<file path="src/rtl/tlb_arb_pkg.sv">
// Shared types and widths for the TLB search arbiter.
// FSM states, owner codes and the captured search result.
package tlb_arb_pkg;

  localparam int VPN2_W = 19;
  localparam int PFN_W  = 20;
  localparam int IDX_W  = 4;
  localparam int ASID_W = 8;

  typedef enum logic [1:0] {
    ST_IDLE   = 2'd0,
    ST_SEARCH = 2'd1,
    ST_RESP   = 2'd2
  } state_e;

  typedef enum logic [1:0] {
    OWN_INST  = 2'd0,
    OWN_DATA  = 2'd1,
    OWN_PROBE = 2'd2
  } owner_e;

  typedef struct packed {
    logic             found;
    logic [IDX_W-1:0] index;
    logic [PFN_W-1:0] pfn;
    logic [2:0]       c;
    logic             d;
    logic             v;
  } tlb_res_t;

endpackage

</file>
<file path="src/rtl/tlb_search_arbiter_if.sv">
// TLB search port: key out to the TLB array,
// combinational match result back.
interface tlb_search_arbiter_if;
  import tlb_arb_pkg::*;

  logic [VPN2_W-1:0] s_vpn2;
  logic              s_odd_page;
  logic [ASID_W-1:0] s_asid;
  logic              s_found;
  logic [IDX_W-1:0]  s_index;
  logic [PFN_W-1:0]  s_pfn;
  logic [2:0]        s_c;
  logic              s_d;
  logic              s_v;

  modport master (
    output s_vpn2, s_odd_page, s_asid,
    input  s_found, s_index, s_pfn,
    input  s_c, s_d, s_v
  );

  modport slave (
    input  s_vpn2, s_odd_page, s_asid,
    output s_found, s_index, s_pfn,
    output s_c, s_d, s_v
  );

endinterface

</file>
<file path="src/rtl/tlb_rr_pick.sv">
// Requester selection: probe always wins,
// inst/data alternate by the round-robin bit.
module tlb_rr_pick
  import tlb_arb_pkg::*;
(
  input  logic   probe_req,
  input  logic   inst_req,
  input  logic   data_req,
  input  logic   rr_data,
  output logic   gnt,
  output owner_e gnt_owner
);

  logic pick_i;
  logic pick_d;

  assign pick_i = ~probe_req & inst_req
                & (~data_req | ~rr_data);
  assign pick_d = ~probe_req & data_req
                & (~inst_req | rr_data);

  // One-hot select of the winning requester
  always_comb begin
    gnt       = probe_req | inst_req | data_req;
    gnt_owner = OWN_INST;
    unique case (1'b1)
      probe_req: gnt_owner = OWN_PROBE;
      pick_i:    gnt_owner = OWN_INST;
      pick_d:    gnt_owner = OWN_DATA;
      default:   gnt_owner = OWN_INST;
    endcase
  end

endmodule

</file>
<file path="src/rtl/tlb_search_arbiter.sv">
// Shares one TLB search port between fetch, load/store
// and tlbp; one lookup in flight, result held until taken.
module tlb_search_arbiter
  import tlb_arb_pkg::*;
(
  input  logic              clk,
  input  logic              resetn,
  input  logic              inst_req,
  input  logic [31:0]       inst_va,
  output logic              inst_ack,
  output logic              inst_rsp_valid,
  input  logic              inst_rsp_ready,
  input  logic              data_req,
  input  logic [31:0]       data_va,
  output logic              data_ack,
  output logic              data_rsp_valid,
  input  logic              data_rsp_ready,
  input  logic              probe_req,
  output logic              probe_done,
  input  logic [31:0]       cp0_entryhi,
  input  logic              tlb_write,
  tlb_search_arbiter_if.master tlb,
  output logic              rsp_found,
  output logic [IDX_W-1:0]  rsp_index,
  output logic [PFN_W-1:0]  rsp_pfn,
  output logic [2:0]        rsp_c,
  output logic              rsp_d,
  output logic              rsp_v
);

  state_e            state_q, state_d;
  owner_e            owner_q, owner_d;
  logic [VPN2_W-1:0] vpn2_q, vpn2_d;
  logic              odd_q, odd_d;
  logic [ASID_W-1:0] asid_q, asid_d;
  logic              rr_q, rr_d;
  tlb_res_t          res_q, res_d;

  logic              gnt;
  owner_e            gnt_owner;

  logic unused_bits;
  assign unused_bits = ^{inst_va[11:0],
                         data_va[11:0],
                         cp0_entryhi[12:8]};

  tlb_rr_pick u_pick (
    .probe_req (probe_req),
    .inst_req  (inst_req),
    .data_req  (data_req),
    .rr_data   (rr_q),
    .gnt       (gnt),
    .gnt_owner (gnt_owner)
  );

  // State, search key, result and rr registers
  always_ff @(posedge clk or negedge resetn) begin
    if (!resetn) begin
      state_q <= ST_IDLE;
      owner_q <= OWN_INST;
      vpn2_q  <= '0;
      odd_q   <= 1'b0;
      asid_q  <= '0;
      rr_q    <= 1'b0;
      res_q   <= '0;
    end else begin
      state_q <= state_d;
      owner_q <= owner_d;
      vpn2_q  <= vpn2_d;
      odd_q   <= odd_d;
      asid_q  <= asid_d;
      rr_q    <= rr_d;
      res_q   <= res_d;
    end
  end

  // Grant, search, respond; a TLB write restarts the search
  always_comb begin
    state_d        = state_q;
    owner_d        = owner_q;
    vpn2_d         = vpn2_q;
    odd_d          = odd_q;
    asid_d         = asid_q;
    rr_d           = rr_q;
    res_d          = res_q;
    inst_ack       = 1'b0;
    data_ack       = 1'b0;
    inst_rsp_valid = 1'b0;
    data_rsp_valid = 1'b0;
    probe_done     = 1'b0;
    unique case (state_q)
      ST_IDLE: begin
        if (gnt) begin
          owner_d = gnt_owner;
          asid_d  = cp0_entryhi[7:0];
          state_d = ST_SEARCH;
          unique case (gnt_owner)
            OWN_INST: begin
              inst_ack = 1'b1;
              vpn2_d   = inst_va[31:13];
              odd_d    = inst_va[12];
            end
            OWN_DATA: begin
              data_ack = 1'b1;
              vpn2_d   = data_va[31:13];
              odd_d    = data_va[12];
            end
            default: begin
              vpn2_d = cp0_entryhi[31:13];
              odd_d  = 1'b0;
            end
          endcase
        end
      end
      ST_SEARCH: begin
        if (!tlb_write) begin
          res_d.found = tlb.s_found;
          res_d.index = tlb.s_index;
          res_d.pfn   = tlb.s_pfn;
          res_d.c     = tlb.s_c;
          res_d.d     = tlb.s_d;
          res_d.v     = tlb.s_v;
          state_d     = ST_RESP;
        end
      end
      ST_RESP: begin
        unique case (owner_q)
          OWN_INST: begin
            inst_rsp_valid = 1'b1;
            if (inst_rsp_ready) begin
              state_d = ST_IDLE;
              rr_d    = 1'b1;
            end else if (tlb_write) begin
              state_d = ST_SEARCH;
            end
          end
          OWN_DATA: begin
            data_rsp_valid = 1'b1;
            if (data_rsp_ready) begin
              state_d = ST_IDLE;
              rr_d    = 1'b0;
            end else if (tlb_write) begin
              state_d = ST_SEARCH;
            end
          end
          OWN_PROBE: begin
            probe_done = 1'b1;
            state_d    = ST_IDLE;
          end
          default: state_d = ST_IDLE;
        endcase
      end
      default: state_d = ST_IDLE;
    endcase
  end

  assign tlb.s_vpn2     = vpn2_q;
  assign tlb.s_odd_page = odd_q;
  assign tlb.s_asid     = asid_q;

  assign rsp_found = res_q.found;
  assign rsp_index = res_q.index;
  assign rsp_pfn   = res_q.pfn;
  assign rsp_c     = res_q.c;
  assign rsp_d     = res_q.d;
  assign rsp_v     = res_q.v;

endmodule

</file>
<file path="src/flat_wrapper.sv">
// flat-port wrapper written by rule: the top's interface ports become plain ports
module tlb_search_arbiter_flat import tlb_arb_pkg::*;
  (clk, resetn, inst_req, inst_va, inst_ack, inst_rsp_valid, inst_rsp_ready, data_req, data_va, data_ack, data_rsp_valid, data_rsp_ready, probe_req, probe_done, cp0_entryhi, tlb_write, rsp_found, rsp_index, rsp_pfn, rsp_c, rsp_d, rsp_v, tlb_s_vpn2, tlb_s_odd_page, tlb_s_asid, tlb_s_found, tlb_s_index, tlb_s_pfn, tlb_s_c, tlb_s_d, tlb_s_v);
  tlb_search_arbiter_if tlb_i ();
  input  logic clk;
  input  logic resetn;
  input  logic inst_req;
  input  logic [31:0] inst_va;
  output logic inst_ack;
  output logic inst_rsp_valid;
  input  logic inst_rsp_ready;
  input  logic data_req;
  input  logic [31:0] data_va;
  output logic data_ack;
  output logic data_rsp_valid;
  input  logic data_rsp_ready;
  input  logic probe_req;
  output logic probe_done;
  input  logic [31:0] cp0_entryhi;
  input  logic tlb_write;
  output logic rsp_found;
  output logic [IDX_W-1:0] rsp_index;
  output logic [PFN_W-1:0] rsp_pfn;
  output logic [2:0] rsp_c;
  output logic rsp_d;
  output logic rsp_v;
  output wire logic [$bits(tlb_i.s_vpn2)-1:0] tlb_s_vpn2;
  output wire logic [$bits(tlb_i.s_odd_page)-1:0] tlb_s_odd_page;
  output wire logic [$bits(tlb_i.s_asid)-1:0] tlb_s_asid;
  input wire logic [$bits(tlb_i.s_found)-1:0] tlb_s_found;
  input wire logic [$bits(tlb_i.s_index)-1:0] tlb_s_index;
  input wire logic [$bits(tlb_i.s_pfn)-1:0] tlb_s_pfn;
  input wire logic [$bits(tlb_i.s_c)-1:0] tlb_s_c;
  input wire logic [$bits(tlb_i.s_d)-1:0] tlb_s_d;
  input wire logic [$bits(tlb_i.s_v)-1:0] tlb_s_v;
  assign tlb_s_vpn2 = tlb_i.s_vpn2;
  assign tlb_s_odd_page = tlb_i.s_odd_page;
  assign tlb_s_asid = tlb_i.s_asid;
  assign tlb_i.s_found = tlb_s_found;
  assign tlb_i.s_index = tlb_s_index;
  assign tlb_i.s_pfn = tlb_s_pfn;
  assign tlb_i.s_c = tlb_s_c;
  assign tlb_i.s_d = tlb_s_d;
  assign tlb_i.s_v = tlb_s_v;
  tlb_search_arbiter u_core (.clk(clk), .resetn(resetn), .inst_req(inst_req), .inst_va(inst_va), .inst_ack(inst_ack), .inst_rsp_valid(inst_rsp_valid), .inst_rsp_ready(inst_rsp_ready), .data_req(data_req), .data_va(data_va), .data_ack(data_ack), .data_rsp_valid(data_rsp_valid), .data_rsp_ready(data_rsp_ready), .probe_req(probe_req), .probe_done(probe_done), .cp0_entryhi(cp0_entryhi), .tlb_write(tlb_write), .tlb(tlb_i), .rsp_found(rsp_found), .rsp_index(rsp_index), .rsp_pfn(rsp_pfn), .rsp_c(rsp_c), .rsp_d(rsp_d), .rsp_v(rsp_v));
endmodule
</file>
<file path="config.mk">
export PLATFORM = sky130hd
export DESIGN_NAME = tlb_search_arbiter_flat
export DESIGN_NICKNAME = d
export VERILOG_FILES = /design/src/rtl/tlb_arb_pkg.sv /design/src/rtl/tlb_search_arbiter_if.sv /design/src/rtl/tlb_rr_pick.sv /design/src/rtl/tlb_search_arbiter.sv /design/src/flat_wrapper.sv
export SDC_FILE = /design/constraint.sdc
export NUM_CORES = 1
export LEC_CHECK = 0
export ABC_AREA = 1
export BUFFER_PORTS_ARGS = -buffer_cell sky130_fd_sc_hd__buf_2
export CAP_MARGIN = 5
export CELL_PAD_IN_SITES_DETAIL_PLACEMENT = 0
export CELL_PAD_IN_SITES_GLOBAL_PLACEMENT = 1
export CORE_MARGIN = 5
export CORE_UTILIZATION = 32
export CTS_BUF_LIST = sky130_fd_sc_hd__clkbuf_4 sky130_fd_sc_hd__clkbuf_8
export DETAILED_ROUTE_END_ITERATION = 6
export GPL_ROUTABILITY_DRIVEN = 0
export GPL_TIMING_DRIVEN = 0
export PLACE_DENSITY_LB_ADDON = 0.1
export SLEW_MARGIN = 0
export SYNTH_ARGS = -nofsm -noshare
export SYNTH_HDL_FRONTEND = slang
export SYNTH_SLANG_ARGS = --single-unit
</file>
<file path="constraint.sdc">
create_clock -name clk -period 1.8 [get_ports clk]
set_input_delay 0.18 -clock clk [delete_from_list [all_inputs] [get_ports clk]]
set_output_delay 0.18 -clock clk [all_outputs]
set_load 0.02 [all_outputs]
</file>
# Word-level counts from Yosys, hierarchy flattened
# Index checks and enable logic that the tools add are counted.
# totals
ff_bits	63
input_bits	134
out_inout_bits	63
wordCells	62
# classes
eq_ne	9
mux	25
bitwise	8
reduce_logical	8
# ops
op	count
case mux 19 bit (2 select lines)	1
two-way mux 1 bit	14
two-way mux 2 bit	5
case mux 2 bit (2 select lines)	2
equality test 2 x 1 -> 1 bit, second input constant	3
zero test 2 bit	3
inequality test 2 bit, second input constant	3
case mux 2 bit (3 select lines)	1
AND reduction 2 bit	3
equality test 2 bit, second input constant	2
case mux 1 bit (2 select lines)	2
AND reduction 4 bit	1
inverter 1 bit	3
bitwise OR 1 bit	3
bitwise AND 1 bit	2
inequality test 2 x 1 -> 1 bit, second input constant	1
nonzero test 2 bit	1

# Depth between registers and ports, before layout
# depth
depth_word	8
mapped_depth	8
depth_no_buf	7

# By module
# A second synthesis with hierarchy kept.
# unflattened
hier_cells	388
hier_area_um2	2932.8
# modules_own_cells
module	n_inst	cells_per_inst	area_per_inst_um2	seq_area_each_um2
tlb_search_arbiter	1	380	2902.8	1576.5
tlb_rr_pick	1	8	30.0	0.0

# Worst setup path before layout
# Ideal clock, no wire load.
# synth_path
path_kind	flip-flop to output port
startpoint	register u_core.state_q[0]
endpoint	output data_ack
arrival_ns	1.045
required_ns	1.620
path_slack_ns	0.575
stages_incl_launch_ff	5
n_path_buf	1
cell_sequence	dfrtp_1 nor2_1 buf_6 inv_2 nor2_1
# synth_between
elab_chain_cells	2
# synth_rtl
element	line	text
from (decl)	tlb_search_arbiter.sv:31	state_e state_q, state_d;
from (signal assigned)	tlb_search_arbiter.sv:67	state_q <= state_d;
zero test 2 bit	tlb_search_arbiter.sv:91	unique case (state_q)
two-way mux 1 bit	tlb_search_arbiter.sv:91	
to (decl)	flat_wrapper.sv:14	output logic data_ack;
# Every way passes these cells.

# Worst setup path in the final report
# Same ends and word-level chain as after synthesis.

==> results summary <==
Net switching is 43.6% of the power. The number of hold-slack violations in the final timing report came out at 0. The post-synthesis instance area is 0.00308 mm².

The synthesis-to-finish area growth came out at 40.3%. Combinational logic is responsible for 45.9% of the overall power. The latest clock arrival within the worst-skew pair is 340 ps. The buffer depth of the longest clock path came out at 2. The critical hold path startpoint is cp0_entryhi[6]. The pin count of the biggest net entering global routing came out at 64. In this run the worst path has a maximum fanout of 10. In this run the biggest area consumer among cell types represents 51.2% of the synthesized area. The multiplexer area fraction after synthesis is 0%. The worst-case register-to-register setup slack came out at 460 ps. The startpoint identified for the worst register-to-register timing path is u_core.state_q[0]$_DFFE_PN0P_. The placed wire-length estimate is 6.83 mm. The count of H-tree levels built during CTS came out at 3.

The height of the chip is 108 µm. The routed length per placed instance came out at 12.9 µm. The total global routing track utilization came out at 16.1%. The post-CTS repair timing setup buffer count came out at 0. The initial antenna violation count came out at 0. The switching power total is 3.15 mW. The share of the yosys chip area belonging to registers came out at 51.2%. The number of standard-cell rows in the floorplan came out at 35. The part of the power in registers came out at 34.3%. The internal power of the cells totals 4.07 mW. The remaining antenna violation count after routing came out at 0. After synthesis, the largest family of logic cells by area is simple AND/OR/NAND/NOR gates. The routed design has 9.24 mm of wire.

The starting density of the core is 33.0%. Synthesis inferred 63 register bits. The run finished with clean final reports.

The peak clock frequency supported by timing came out at 605 MHz. The part of the cycle the worst path needs is 91.8%. The worst hold path terminates at u_core.tlb.s_asid[6]$_DFFE_PN0P_. In the final timing run, aggregate negative setup slack is 0 ps. The post-route DRC violation count is 0.

The simple logic cell fraction of the synthesized area is 26.8%. After floorplanning, the core was sized to cover 0.00933 mm². The post-route clock skew is 6.20 ps. The TritonCTS clock tree is done. The worst setup path is captured at an output port. The share of power burned in the clock network is 19.8%.

After detailed routing, the number of vias per cell comes to 4.28. Counting every net in the synthesized netlist gives 540. After synthesis, the cell types taking the most area are sky130_fd_sc_hd__dfrtp_1 (51%), sky130_fd_sc_hd__nand2_1 (17%), sky130_fd_sc_hd__inv_1 (7.4%), sky130_fd_sc_hd__nand3_1 (5.4%), sky130_fd_sc_hd__o21ai_0 (5.4%). For the pin with the worst max-slew slack, the measured transition is 832 ps. The reg-to-reg endpoint is u_core.tlb.s_vpn2[0]$_DFFE_PN0P_.

The critical setup path kind is flip-flop to output port. The number of cells produced by synthesis is 406. The number of nets in the final layout is 719. Setup repair after global routing left no endpoint under its margin. sky130_fd_sc_hd__dfrtp_1 takes more of the synthesized area than any other cell. The maximum vdd drop is 0.619 mV. The worst register-to-register path has a depth of 6.

The path type of the worst min-delay path is input port to flip-flop. The final global-route overflow total came out at 0. The root cell of the clock tree is sky130_fd_sc_hd__clkbuf_8. The max-capacitance violation count came out at 0. The number of stages on the worst hold path came out at 3. The number of port buffers came out at 167. The wire length of the first global-routing pass came out at 14.7 mm.

In this run the static leakage power is 2.60 nW. STA classifies the critical path startpoint as a flip-flop. 197 I/O pins were placed.

The number of antenna diodes in the final layout is 0. The clock input transition at the sequential cells of the worst setup and hold paths came out at 80 ps. The worst slew margin relative to its limit came out at 44.5%.

The data required time of the critical path is 1620 ps. The arrival time of data at the critical path endpoint came out at 1470 ps. The synthesized netlist contains 18 unique library cells.

The total count of max-transition violations in the final report is 0. The compound-gate portion of the synthesized area came out at 9.99%. CTS saw 63 sinks. The number of design-rule violations left by the first detailed-router iteration came out at 126.

The sum of internal, switching and leakage power is 7.23 mW. The fraction of final layout cells with drive strength greater than 1 came out at 35.4%. The length of the first detailed-routing pass in iterations is 4. Of the total synthesized cell area, the portion taken by full adders, half adders and majority gates is 0%.

The number of failing setup endpoints in the final timing report is 0. The final critical delay including setup and external delays is 1650 ps. The clock buffer count from CTS came out at 9. The number of vias after detailed routing came out at 3,080. The horizontal die dimension is 108 µm. The post-synthesis share of cell area spent on xor and xnor gates is 0%. The die covers 0.0117 mm². The areal power density over the cells came out at 1670 mW/mm².

The mean post-synth cell area came out at 7.59 µm². The via count of the first global-routing pass was 3,023. For this run, the number of Yosys warnings is 0.
-- placed cells by master, fill, tap and decap left out, drive strengths merged --
cell,synthesis,final
buf,17,184
nand2,140,140
dfrtp,63,63
inv,62,63
o21ai,35,35
nand3,34,34
nor2,28,28
a21oi,22,22
clkbuf,3,13
clkinvlp,0,3
bufinv,0,2
nor3,1,1
nand3b,1,1
dlygate4sd3,0,1
-- Yosys cell counts (all sizes together) --
cell and number:
nand3b 1, nor2 28, a21oi 22, inv 62, clkbuf 3, nand3 34
buf 17, nand2 140, nor3 1, dfrtp 63, o21ai 35
-- metrics by stage --
| stage | instance area (µm²) | instances | hold slack [ps] | utilization [%] | setup slack (ps) |
|---|---|---|---|---|---|
| 6_report | 4320 | 719 | 68.1 | 46.3 | 148 |
| 5_1_grt | 4320 | 719 | 59.4 | 46.3 | 30.1 |
| 4_1_cts | 4320 | 719 | 52.9 | 46.3 | 114 |
| 3_5_place_dp | 4080 | 702 | 337 | 43.8 | 430 |
| 3_3_place_gp | 4080 | 702 | 418 | 43.7 | 232 |
| 2_1_floorplan | 3080 | 406 | -116 | - | 575 |
-- per-layer routing --
layer	up-vias	global-route usage, %	share of wire, %	wire (µm)
met5	-	0	0	0
met4	0	6.04	1.6	145
met3	12	4.48	7.0	650
met2	97	25.1	46	4280
met1	1378	21.2	45	4170
li1	1593	-	-	-
-- cell type report --
class / instances / area, µm²
Buffer: 20 / 141
Clock buffer: 10 / 138
Clock inverter: 6 / 91.3
Fill cell: 1015 / 5000
Inverter: 62 / 233
Multi-Input combinational cell: 261 / 1130
Sequential cell: 63 / 1580
Tap cell: 129 / 161
Timing Repair Buffer: 168 / 848
-- how the worst max path moves through the flow --
| stage | start | to | slack (ps) | cells past startpoint |
|---|---|---|---|---|
| 3_3_place_gp | resetn | u_core.rsp_c[1]$_DFFE_PN0P_ | 230 | 1 |
| 3_5_place_dp | u_core.state_q[1]$_DFFE_PN0P_ | u_core.rsp_pfn[12]$_DFFE_PN0P_ | 430 | 4 |
| 6_report | u_core.state_q[0]$_DFFE_PN0P_ | data_ack | 150 | 5 |
| 5_1_grt | u_core.state_q[0]$_DFFE_PN0P_ | data_ack | 30 | 5 |
| 4_1_cts | u_core.rr_q$_DFFE_PN0P_ | data_ack | 110 | 6 |
| 2_1_floorplan | u_core.state_q[0]$_DFFE_PN0P_ | data_ack | 580 | 4 |
-- logic make-up (layout without fill, tap and decap cells) --
group                  count (synthesis)  count (layout)
AO/OA/AOI/OAI                         57              57
flip-flops                            63              63
AND/OR/NAND/NOR                      204             204
buffers and inverters                 82             266
-- worst max-delay path, cell delays in order (launching register included) --
cell and delay, ps:
sky130_fd_sc_hd__dfrtp_1 420, sky130_fd_sc_hd__nor2_1 190, sky130_fd_sc_hd__buf_6 180, sky130_fd_sc_hd__inv_2 70
sky130_fd_sc_hd__nor2_1 100, sky130_fd_sc_hd__buf_2 170
-- power groups by stage --
| stage | Combinational, mW | Sequential (mW) | Clock (mW) |
|---|---|---|---|
| 2_1_floorplan | 1.38 | 3.25 | 0 |
| 3_3_place_gp | 3.35 | 2.49 | 0 |
| 3_5_place_dp | 3.38 | 2.50 | 0 |
| 4_1_cts | 3.38 | 2.48 | 1.47 |
| 5_1_grt | 3.69 | 2.56 | 1.54 |
| 6_report | 3.32 | 2.48 | 1.43 |
-- repair_timing --
action,4_1_cts,5_1_grt
hold endpoints to repair,63,0
endpoints found under the setup margin,0,1
gates resized for setup,0,2
hold buffers,1,0
-- registers in the layout (all words and copies together), names as in the netlist --
signal	cells
u_core.rsp_found	1
u_core.rsp_pfn	20
u_core.owner_q	2
u_core.rsp_index	4
u_core.rsp_c	3
u_core.tlb.s_odd_page	1
u_core.state_q	2
u_core.tlb.s_vpn2	19
u_core.tlb.s_asid	8
u_core.rsp_d	1
u_core.rsp_v	1
u_core.rr_q	1
(Power assumes the default switching activity.)
